`config.mk`:
```
export PLATFORM = sky130hd
export DESIGN_NAME = led_owner_arb
export DESIGN_NICKNAME = d
export VERILOG_FILES = /design/src/rtl/led_owner_arb.sv
export SDC_FILE = /design/constraint.sdc
export NUM_CORES = 1
export LEC_CHECK = 0
export CORE_MARGIN = 2
export CORE_UTILIZATION = 40
export CTS_CLUSTER_SIZE = 25
export DETAILED_ROUTE_END_ITERATION = 6
export PLACE_DENSITY = 0.68
export SKIP_LAST_GASP = 1
export SYNTH_ARGS = -nofsm -noshare
export SYNTH_HDL_FRONTEND = slang
export SYNTH_SLANG_ARGS = --single-unit
```
`constraint.sdc`:
```
create_clock -name sys_clk_i -period 1.9 [get_ports sys_clk_i]
set_clock_uncertainty 0.05 [all_clocks]
set_input_delay 0.475 -clock sys_clk_i [delete_from_list [all_inputs] [get_ports sys_clk_i]]
set_output_delay 0.475 -clock sys_clk_i [all_outputs]
set_load 0.01 [all_outputs]
```
`src/rtl/led_owner_arb.sv`:
```
// LED / key ownership arbiter between EMPU GPIO and the pattern generator.
// Debounces the key, runs the patterns and guards every ownership change.
module led_owner_arb #(
   parameter int unsigned DEBOUNCE_CYC = 540000,
   parameter int unsigned LONG_CYC     = 54000000,
   parameter int unsigned BLINK_CYC    = 13500000
) (
   input  logic        sys_clk_i,
   input  logic        reset_i,
   input  logic        key_i,
   input  logic [15:0] cpu_gpioout_i,
   input  logic [15:0] cpu_gpioouten_i,
   input  logic        cpu_req_i,
   output logic        key_gpio_o,
   output logic        key_evt_o,
   output logic [2:0]  led_o,
   output logic        led_en_o,
   output logic        owner_o,
   output logic [1:0]  mode_o
);

   localparam int DB_W = $clog2(DEBOUNCE_CYC + 1);
   localparam int HL_W = $clog2(LONG_CYC + 1);
   localparam int BK_W = $clog2(BLINK_CYC + 1);

   typedef enum logic [2:0] {
      ST_HW,
      ST_G2C,
      ST_CPU,
      ST_G2H,
      ST_LOCK
   } state_t;

   state_t          state;
   logic            lockout;
   logic            sync1;
   logic            sync2;
   logic            key_db;
   logic [DB_W-1:0] db_cnt;
   logic [HL_W-1:0] hold_cnt;
   logic            long_evt;
   logic            short_evt;
   logic [BK_W-1:0] tick_cnt;
   logic [2:0]      pat;
   logic [2:0]      pat_step;
   logic [2:0]      pat_first;
   logic [1:0]      mode_nxt;
   logic            db_flip;
   logic            db_rel;
   logic            claim;
   logic            adv;
   logic            tick;
   logic            unused_hi;

   assign unused_hi = ^{cpu_gpioout_i[15:3], cpu_gpioouten_i[15:3]};

   assign key_gpio_o = key_db;
   assign db_flip    = (sync2 != key_db) &&
                       (db_cnt == DB_W'(DEBOUNCE_CYC - 1));
   assign db_rel     = db_flip && !key_db;
   assign claim      = cpu_req_i && (cpu_gpioouten_i[2:0] == 3'b111);
   assign adv        = short_evt &&
                       (((state == ST_HW) && !claim) || (state == ST_LOCK));
   assign tick       = (tick_cnt == BK_W'(BLINK_CYC - 1));
   assign mode_nxt   = mode_o + 2'd1;
   assign pat_first  = (mode_nxt == 2'd2) ? 3'b001 : 3'b000;

   // Next pattern value on a tick for the current mode.
   always_comb begin
      pat_step = pat;
      unique case (mode_o)
         2'd0:    pat_step = 3'b000;
         2'd1:    pat_step = ~pat;
         2'd2:    pat_step = {pat[1:0], pat[2]};
         default: pat_step = pat + 3'd1;
      endcase
   end

   // Synchronize the raw key and accept a level only after it is stable.
   always_ff @(posedge sys_clk_i) begin
      if (reset_i) begin
         sync1     <= 1'b1;
         sync2     <= 1'b1;
         key_db    <= 1'b1;
         db_cnt    <= '0;
         key_evt_o <= 1'b0;
      end else begin
         sync1     <= key_i;
         sync2     <= sync1;
         key_evt_o <= db_flip && key_db;
         if (db_flip) begin
            key_db <= sync2;
            db_cnt <= '0;
         end else if (sync2 != key_db) begin
            db_cnt <= db_cnt + 1'b1;
         end else begin
            db_cnt <= '0;
         end
      end
   end

   // Measure press length; classify as short on release or long at limit.
   always_ff @(posedge sys_clk_i) begin
      if (reset_i) begin
         hold_cnt  <= '0;
         long_evt  <= 1'b0;
         short_evt <= 1'b0;
      end else begin
         long_evt  <= !key_db && !db_rel &&
                      (hold_cnt == HL_W'(LONG_CYC - 1));
         short_evt <= db_rel && (hold_cnt < HL_W'(LONG_CYC));
         if (db_rel) begin
            hold_cnt <= '0;
         end else if (!key_db && (hold_cnt != HL_W'(LONG_CYC))) begin
            hold_cnt <= hold_cnt + 1'b1;
         end
      end
   end

   // Mode selection and pattern stepping; a mode change restarts the step.
   always_ff @(posedge sys_clk_i) begin
      if (reset_i) begin
         mode_o   <= 2'd0;
         tick_cnt <= '0;
         pat      <= 3'b000;
      end else if (adv) begin
         mode_o   <= mode_nxt;
         tick_cnt <= '0;
         pat      <= pat_first;
      end else if (tick) begin
         tick_cnt <= '0;
         pat      <= pat_step;
      end else begin
         tick_cnt <= tick_cnt + 1'b1;
      end
   end

   // Ownership FSM with a blank LED cycle on every hand-over.
   always_ff @(posedge sys_clk_i) begin
      if (reset_i) begin
         state    <= ST_HW;
         lockout  <= 1'b0;
         led_o    <= 3'b000;
         owner_o  <= 1'b0;
         led_en_o <= 1'b1;
      end else begin
         led_en_o <= 1'b0;
         case (state)
            ST_HW: begin
               owner_o <= 1'b0;
               if (claim) begin
                  state <= ST_G2C;
                  led_o <= 3'b000;
               end else begin
                  led_o <= pat;
               end
            end
            ST_G2C: begin
               state   <= ST_CPU;
               owner_o <= 1'b1;
               led_o   <= cpu_gpioout_i[2:0];
            end
            ST_CPU: begin
               if (long_evt || !claim) begin
                  state   <= ST_G2H;
                  lockout <= long_evt;
                  owner_o <= 1'b0;
                  led_o   <= 3'b000;
               end else begin
                  owner_o <= 1'b1;
                  led_o   <= cpu_gpioout_i[2:0];
               end
            end
            ST_G2H: begin
               state   <= lockout ? ST_LOCK : ST_HW;
               owner_o <= 1'b0;
               led_o   <= pat;
            end
            ST_LOCK: begin
               owner_o <= 1'b0;
               led_o   <= pat;
               if (!cpu_req_i) state <= ST_HW;
            end
            default: begin
               state   <= ST_HW;
               owner_o <= 1'b0;
               led_o   <= 3'b000;
            end
         endcase
      end
   end

endmodule

```
==> results.md, run 1 <==
* Tcrit/Tclk final at 108%
* CTS tree: yes
* Detailed Route WL at 8840 um
* Fill count at 913
* Initial core utilization at 40.8%
* TritonCTS buffer count at 9
* H-tree Lvls at 3
* Worst EP required at 2.11 ns
* Worst r2r src: db_cnt[17]
* Router iterations before antenna repair at 4
* HP Class: reg -> reg
* Die height at 106 um
* Die Area at 0.0112 mm2
* Post-Layout Cell Count at 672
* Post-Synthesis Cells at 472
* Crit path kind: reg -> reg
* Wire length of the first global-routing pass at 14,100 um
* FF+latch count, synth at 90
* Worst-path maximum fanout at 13
* Setup_tns at -6.18 ns
* Hold EP: sync2
* Vias in the first global route at 3,204
* Root Driver: clkbuf_8
* Design Area, Final at 0.00525 mm2
* Mapped Area at 0.00416 mm2
* Crit. End Element: flip-flop
* Worst Slack Setup Final at -0.152 ns
* Most frequent cells in the layout: nor2_1 (84), dfxtp_1 (84), buf_4 (43), xor2_1 (36), xnor2_1 (32)
* Status: complete, but fails checks
* Area post-placement at 0.00477 mm2
* Synth Warn # at 0
* Largest net degree at the start of global routing at 27
* Drt wl/cell at 13.1 um
* Area grow syn2layout at 26.3%
* Max IR drop VDD at 0.589 mV
* CTS sink cnt at 90
* RSZ-0062 raised after global routing: true
* Worst-Skew Late Latency at 0.36 ns
* Hold path cells at 1
* Ant diodes at 0
* Final setup fails at 49
* Routed Antenna Nets at 0
* Row count at 37
* Via count at 3,447
* Syn_nets at 517
* Slew @ Worst Pin at 0.511 ns
* Residual DRC at 0
* IO Port Bufs at 18
* Total Nets Final at 576
* EDFF count, synth at 0
* CTS Buffer Depth at 2
* Worst setup SP type: flip-flop
* Core outline area at 0.0102 mm2
* Slew Viols, Final at 0
* Final min period at 2.05 ns
* Synthesized area per cell at 8.80 um2
* Vias per std cell at 5.13
* Share of cells above drive strength 1 at 19.8%
* Worst-path clk slew at 0.09 ns
* Gr ovfl total at 0
* Leakage power at 1.90 nW
* Slew HR at 65.5%
* F_max at 487 MHz
* Hold Path Origin: sync1
* Primary FF master, synth: dfxtp_1
* Violated checks: setup timing
* Initial antenna violation count at 0
* End of the worst register-to-register path: hold_cnt[23]
* Power per cell area at 647 mW/mm2
* Fin util at 51.5%
* Max capacitance violation total at 0
* Global-route usage over all layers at 15.3%
* Worst Path Arrival at 2.26 ns
* Post-synth cell types at 51
* DP HPWL at 5890 um
* Cells after DPL at 652
* Reg2reg setup slack at -0.15 ns
* Die width at 106 um
* Reg2reg path depth at 6
* Seq/Total Area, Yosys at 43.4%
* FFs w/ async S/R, synth at 0%
* DRT iter0 DRCs at 111
* Fin. Hold Viols at 0
* RePlAce Congestion at 0.813
* Ports at 45
## metrics by stage
stage | worst slack, ns | power [W] | hold slack, ns
after floorplan | -0.0151 | 0.00201 | 0.339
after global routing | -0.183 | 0.00354 | 0.405
final | -0.152 | 0.00340 | 0.372
after CTS | -0.138 | 0.00342 | 0.376
after detailed placement | -0.182 | 0.00206 | 0.354
after global placement | -0.171 | 0.00206 | 0.349
## worst max-delay path by stage
stage,from,end,slack (ns),cells past startpoint
CTS,db_cnt[17],key_evt_o,-0.14,5
global route,db_cnt[17],hold_cnt[13],-0.18,6
detailed placement,cpu_req_i,tick_cnt[17],-0.18,7
floorplan,db_cnt[17],hold_cnt[12],-0.02,7
finish,db_cnt[17],hold_cnt[23],-0.15,6
global placement,cpu_req_i,tick_cnt[12],-0.17,7
## repair_timing
action                                  CTS  global route
endpoints found under the setup margin   63            76
gates resized for setup                   7            41
setup buffers                             0             1
hold buffers                              0             0
pin swaps                                 0            15
cloned                                    0             3
## cells by family (layout without fill, tap and decap cells)
family                     count (synthesis)  count (layout)  synth area share, %
and+or+nand+nor                          249             249                 31.2
DFF                                       90              90                 43.4
xor gates and xnor gates                  68              68                 14.3
buffers and inverters                     29              93                 3.31
AOI/OAI and AO/OA                         22              22                 3.85
adders and majority gates                  9               9                 2.71
muxes                                      5               5                 1.20
## flip-flops by register name, indices dropped and copies added (netlist names), 2 cells and up
| signal | cells |
|---|---|
| db_cnt | 20 |
| hold_cnt | 26 |
| led_o | 3 |
| mode_o | 2 |
| pat | 3 |
| state | 3 |
| tick_cnt | 24 |
## critical path, cell delays in order (launching register included)
cell and delay [ns]:
dfxtp_2 0.34, or4b_4 0.53, or4_4 0.49, nor3_4 0.15, or2_4 0.18, clkbuf_16 0.16
nor2_1 0.05
## layer usage
metal	wire length [um]	track usage, %
met4	84	4.42
met2	4450	26.1
met5	0	0
met1	4000	18.8
met3	306	4.29
## final cells by class
type,instances,area (um2),area share [%]
inverters,9,33.8,0.643
flip-flops and latches,90,1810,34.5
clock inverters,7,82.6,1.57
repair buffers,68,639,12.2
clock buffers,9,124,2.36
multi-input cells,353,2390,45.5
well taps,136,170,3.24
## where the power goes
| group | switching, W | internal (W) |
|---|---|---|
| Sequential | 0.0000124 | 0.00190 |
| Combinational | 0.0000619 | 0.0000667 |
| Clock | 0.000726 | 0.000634 |
## Yosys cell counts, types with 2 or more instances
cell       n  area [um2]
nor2_1    94         353
dfxtp_1   90        1800
xor2_1    36         315
xnor2_1   32         280
nand2_1   27         101
nand3_1   23         115
nand4_1   18         113
and3_1    15        93.8
clkbuf_1  12        45.0
nor3_1    10        50.1
nor4_1    10        62.6
and4_1     9        78.8
ha_1       9         113
inv_1      9        33.8
a22oi_1    5        37.5
mux2i_1    5        50.1
nand2b_1   5        31.3
nand4b_1   5        43.8
and2_1     4        25.0
buf_2      4        20.0
nor3b_1    4        30.0
or3_1      4        25.0
and3b_1    3        26.3
buf_6      3        33.8
nor2b_1    3        18.8
o21ai_0    3        15.0
a211oi_1   2        15.0
a21oi_1    2        10.0
nand3b_1   2        15.0
nor4bb_1   2        20.0
or2_2      2        12.5
Note: power is estimated with default switching activity, not from simulation.
==> inputs of run 2 (changes only) <==
--- a/config.mk
+++ b/config.mk
@@ -11,6 +11,7 @@
 export DETAILED_ROUTE_END_ITERATION = 6
 export PLACE_DENSITY = 0.68
 export SKIP_LAST_GASP = 1
+export SLEW_MARGIN = 20
 export SYNTH_ARGS = -nofsm -noshare
 export SYNTH_HDL_FRONTEND = slang
 export SYNTH_SLANG_ARGS = --single-unit
==> results of run 2 <==
Same layout as run 1: the final DEF is identical, and so are final timing and power.
==> inputs of run 3 (changes only) <==
--- a/config.mk
+++ b/config.mk
@@ -5,7 +5,7 @@
 export SDC_FILE = /design/constraint.sdc
 export NUM_CORES = 1
 export LEC_CHECK = 0
-export CORE_MARGIN = 2
+export CORE_MARGIN = 4
 export CORE_UTILIZATION = 40
 export CTS_CLUSTER_SIZE = 25
 export DETAILED_ROUTE_END_ITERATION = 6
==> run 3 against run 2 <==
Effect of this change:
- the flow still finishes with violations (setup timing)
- via count down 1.9%
- worst hold slack worse by 0.0012 ns
- fmax up 0.46%
- count of clock-buffer cells in the layout up 3
- critical endpoint is now key_gpio_o
==> results.md, run 3 (synthesis gave the netlist of run 1 again) <==
* Most frequent cells in the layout: nor2_1 (93), dfxtp_1 (86), buf_4 (40), xor2_1 (36), xnor2_1 (32) (was nor2_1 (84), dfxtp_1 (84), buf_4 (43), xor2_1 (36), xnor2_1 (32))
* Initial core utilization at 41.7% (was 40.8%)
* Initial antenna violation count at 0 (unchanged)
* H-tree Lvls at 3 (unchanged)
* Wire length of the first global-routing pass at 14,700 um (was 14,100 um)
* Worst-Skew Late Latency at 0.35 ns (was 0.36 ns)
* Reg with most FFs: hold_cnt (unchanged)
* Vias in the first global route at 3,336 (was 3,204)
* RePlAce Congestion at 0.813 (about the same)
* CTS tree: yes (unchanged)
* Setup_tns at -5.78 ns (was -6.18 ns)
* Tcrit/Tclk final at 107% (was 108%)
* Overall Power at 0.00346 W (was 0.00340 W)
* Worst setup SP type: flip-flop (unchanged)
* Max capacitance violation total at 0 (unchanged)
* F_max at 490 MHz (was 487 MHz)
* Via count at 3,381 (was 3,447)
* Crit path kind: reg -> reg (unchanged)
* Crit. End Element: flip-flop (unchanged)
* Worst-path maximum fanout at 3 (was 13)
* Ports at 45 (unchanged)
* Detailed Route WL at 8510 um (was 8840 um)
* Design Area, Final at 0.00514 mm2 (was 0.00525 mm2)
* Fill count at 910 (was 913)
* Cells after DPL at 646 (was 652)
* DP HPWL at 5850 um (was 5890 um)
* CTS Buffer Depth at 2 (unchanged)
* Slew Viols, Final at 0 (unchanged)
* Residual DRC at 0 (unchanged)
* Leakage power at 1.88 nW (was 1.90 nW)
* Fin. Hold Viols at 0 (unchanged)
* Drt wl/cell at 12.8 um (was 13.1 um)
* Slew HR at 70.4% (was 65.5%)
* Worst EP required at 2.07 ns (was 2.11 ns)
* Core outline area at 0.00995 mm2 (was 0.0102 mm2)
* Leading cell type in the layout, fill and taps excluded: nor2_1
* Post-Layout Cell Count at 666 (was 672)
* Power per cell area at 672 mW/mm2 (was 647 mW/mm2)
* Biggest registers after layout: hold_cnt: 26 flops, tick_cnt: 24 flops, db_cnt: 20 flops (unchanged)
* Routed Antenna Nets at 0 (unchanged)
* Area grow syn2layout at 23.8% (was 26.3%)
* RSZ-0062 raised after global routing: true (unchanged)
* Row count at 36 (was 37)
* Die width at 110 um (was 106 um)
* Die height at 110 um (was 106 um)
* # hold bufs at CTS at 0 (unchanged)
* Worst-path clk slew at 0.09 ns (about the same)
* Area of the multi-input gates at 0.00231 mm2 (was 0.00239 mm2)
* IO Port Bufs at 18 (unchanged)
* Gr ovfl total at 0 (unchanged)
* Ant diodes at 0 (unchanged)
* Share of cells above drive strength 1 at 16.5% (was 19.8%)
* Area post-placement at 0.00475 mm2 (was 0.00477 mm2)
* Status: complete, but fails checks (unchanged)
* Largest net degree at the start of global routing at 27 (unchanged)
* Total Nets Final at 573 (was 576)
* Global-route usage over all layers at 15.0% (was 15.3%)
* CTS sink cnt at 90 (unchanged)
* Die Area at 0.0121 mm2 (was 0.0112 mm2)
* Worst Path Arrival at 2.22 ns (was 2.26 ns)
* Violated checks: setup timing (unchanged)
* Router iterations before antenna repair at 4 (unchanged)
* Max IR drop VDD at 0.456 mV (was 0.589 mV)
* Vias per std cell at 5.08 (was 5.13)
* Max FFs per register at 26 (unchanged)
* TritonCTS buffer count at 9 (unchanged)
* Final min period at 2.04 ns (was 2.05 ns)
* Final setup fails at 48 (was 49)
* FF/Latch Area at 0.00181 mm2 (about the same)
* Slew @ Worst Pin at 0.438 ns (was 0.511 ns)
* DRT iter0 DRCs at 128 (was 111)
* Root Driver: clkbuf_8 (unchanged)
* Worst Slack Setup Final at -0.142 ns (was -0.152 ns)
* HP Class: reg -> reg (unchanged)
## run 3: timing repair
action,4_1_cts,5_1_grt
gates cloned,0,2
pin swaps,0,4
setup endpoints to repair,67,75
setup buffers,0,3
resized for setup,7,22
## run 3: per-stage QoR
stage | util, % | hold slack, ns | setup slack (ns)
6_report | 51.7 | 0.370 | -0.142
3_3_place_gp | 47.7 | 0.348 | -0.209
2_1_floorplan | - | 0.339 | -0.0151
5_1_grt | 51.7 | 0.400 | -0.214
3_5_place_dp | 47.7 | 0.349 | -0.242
4_1_cts | 50.1 | 0.368 | -0.136
## run 3: final timing paths
check	from	to	slack, ns	depth (start not counted)
setup reg to reg	db_cnt[17]	key_gpio_o	-0.14	5
hold / removal	sync1	sync2	0.37	1
hold reg to reg	sync1	sync2	0.37	1
setup / recovery	db_cnt[17]	key_gpio_o	-0.14	5
## run 3: layer usage
layer	share of wire [%]	global-route usage (%)
met2	46	25.0
met5	0	0
met1	48	19.4
met4	1.3	4.90
met3	4.0	2.94
## run 3: report_power, final
group          internal, W  leakage, nW  switching, W
clock network     0.000778        0.103      0.000642
registers          0.00190        0.728     0.0000125
logic            0.0000664         1.05     0.0000584
total              0.00274         1.88      0.000713
## run 3: final cells by class
type	instances	area share, %
Multi-Input combinational cell	353	44.8
Clock buffer	12	2.82
Clock inverter	4	1.46
Sequential cell	90	35.1
Timing Repair Buffer	65	11.9
Inverter	9	0.657
Tap cell	133	3.24
## run 3: critical path, cell delays in order, from the launching register on
cell	delay, ns
dfxtp_2	0.33
or4b_4	0.53
or4_4	0.48
nor2_4	0.16
nor2b_1	0.06
or3_1	0.31
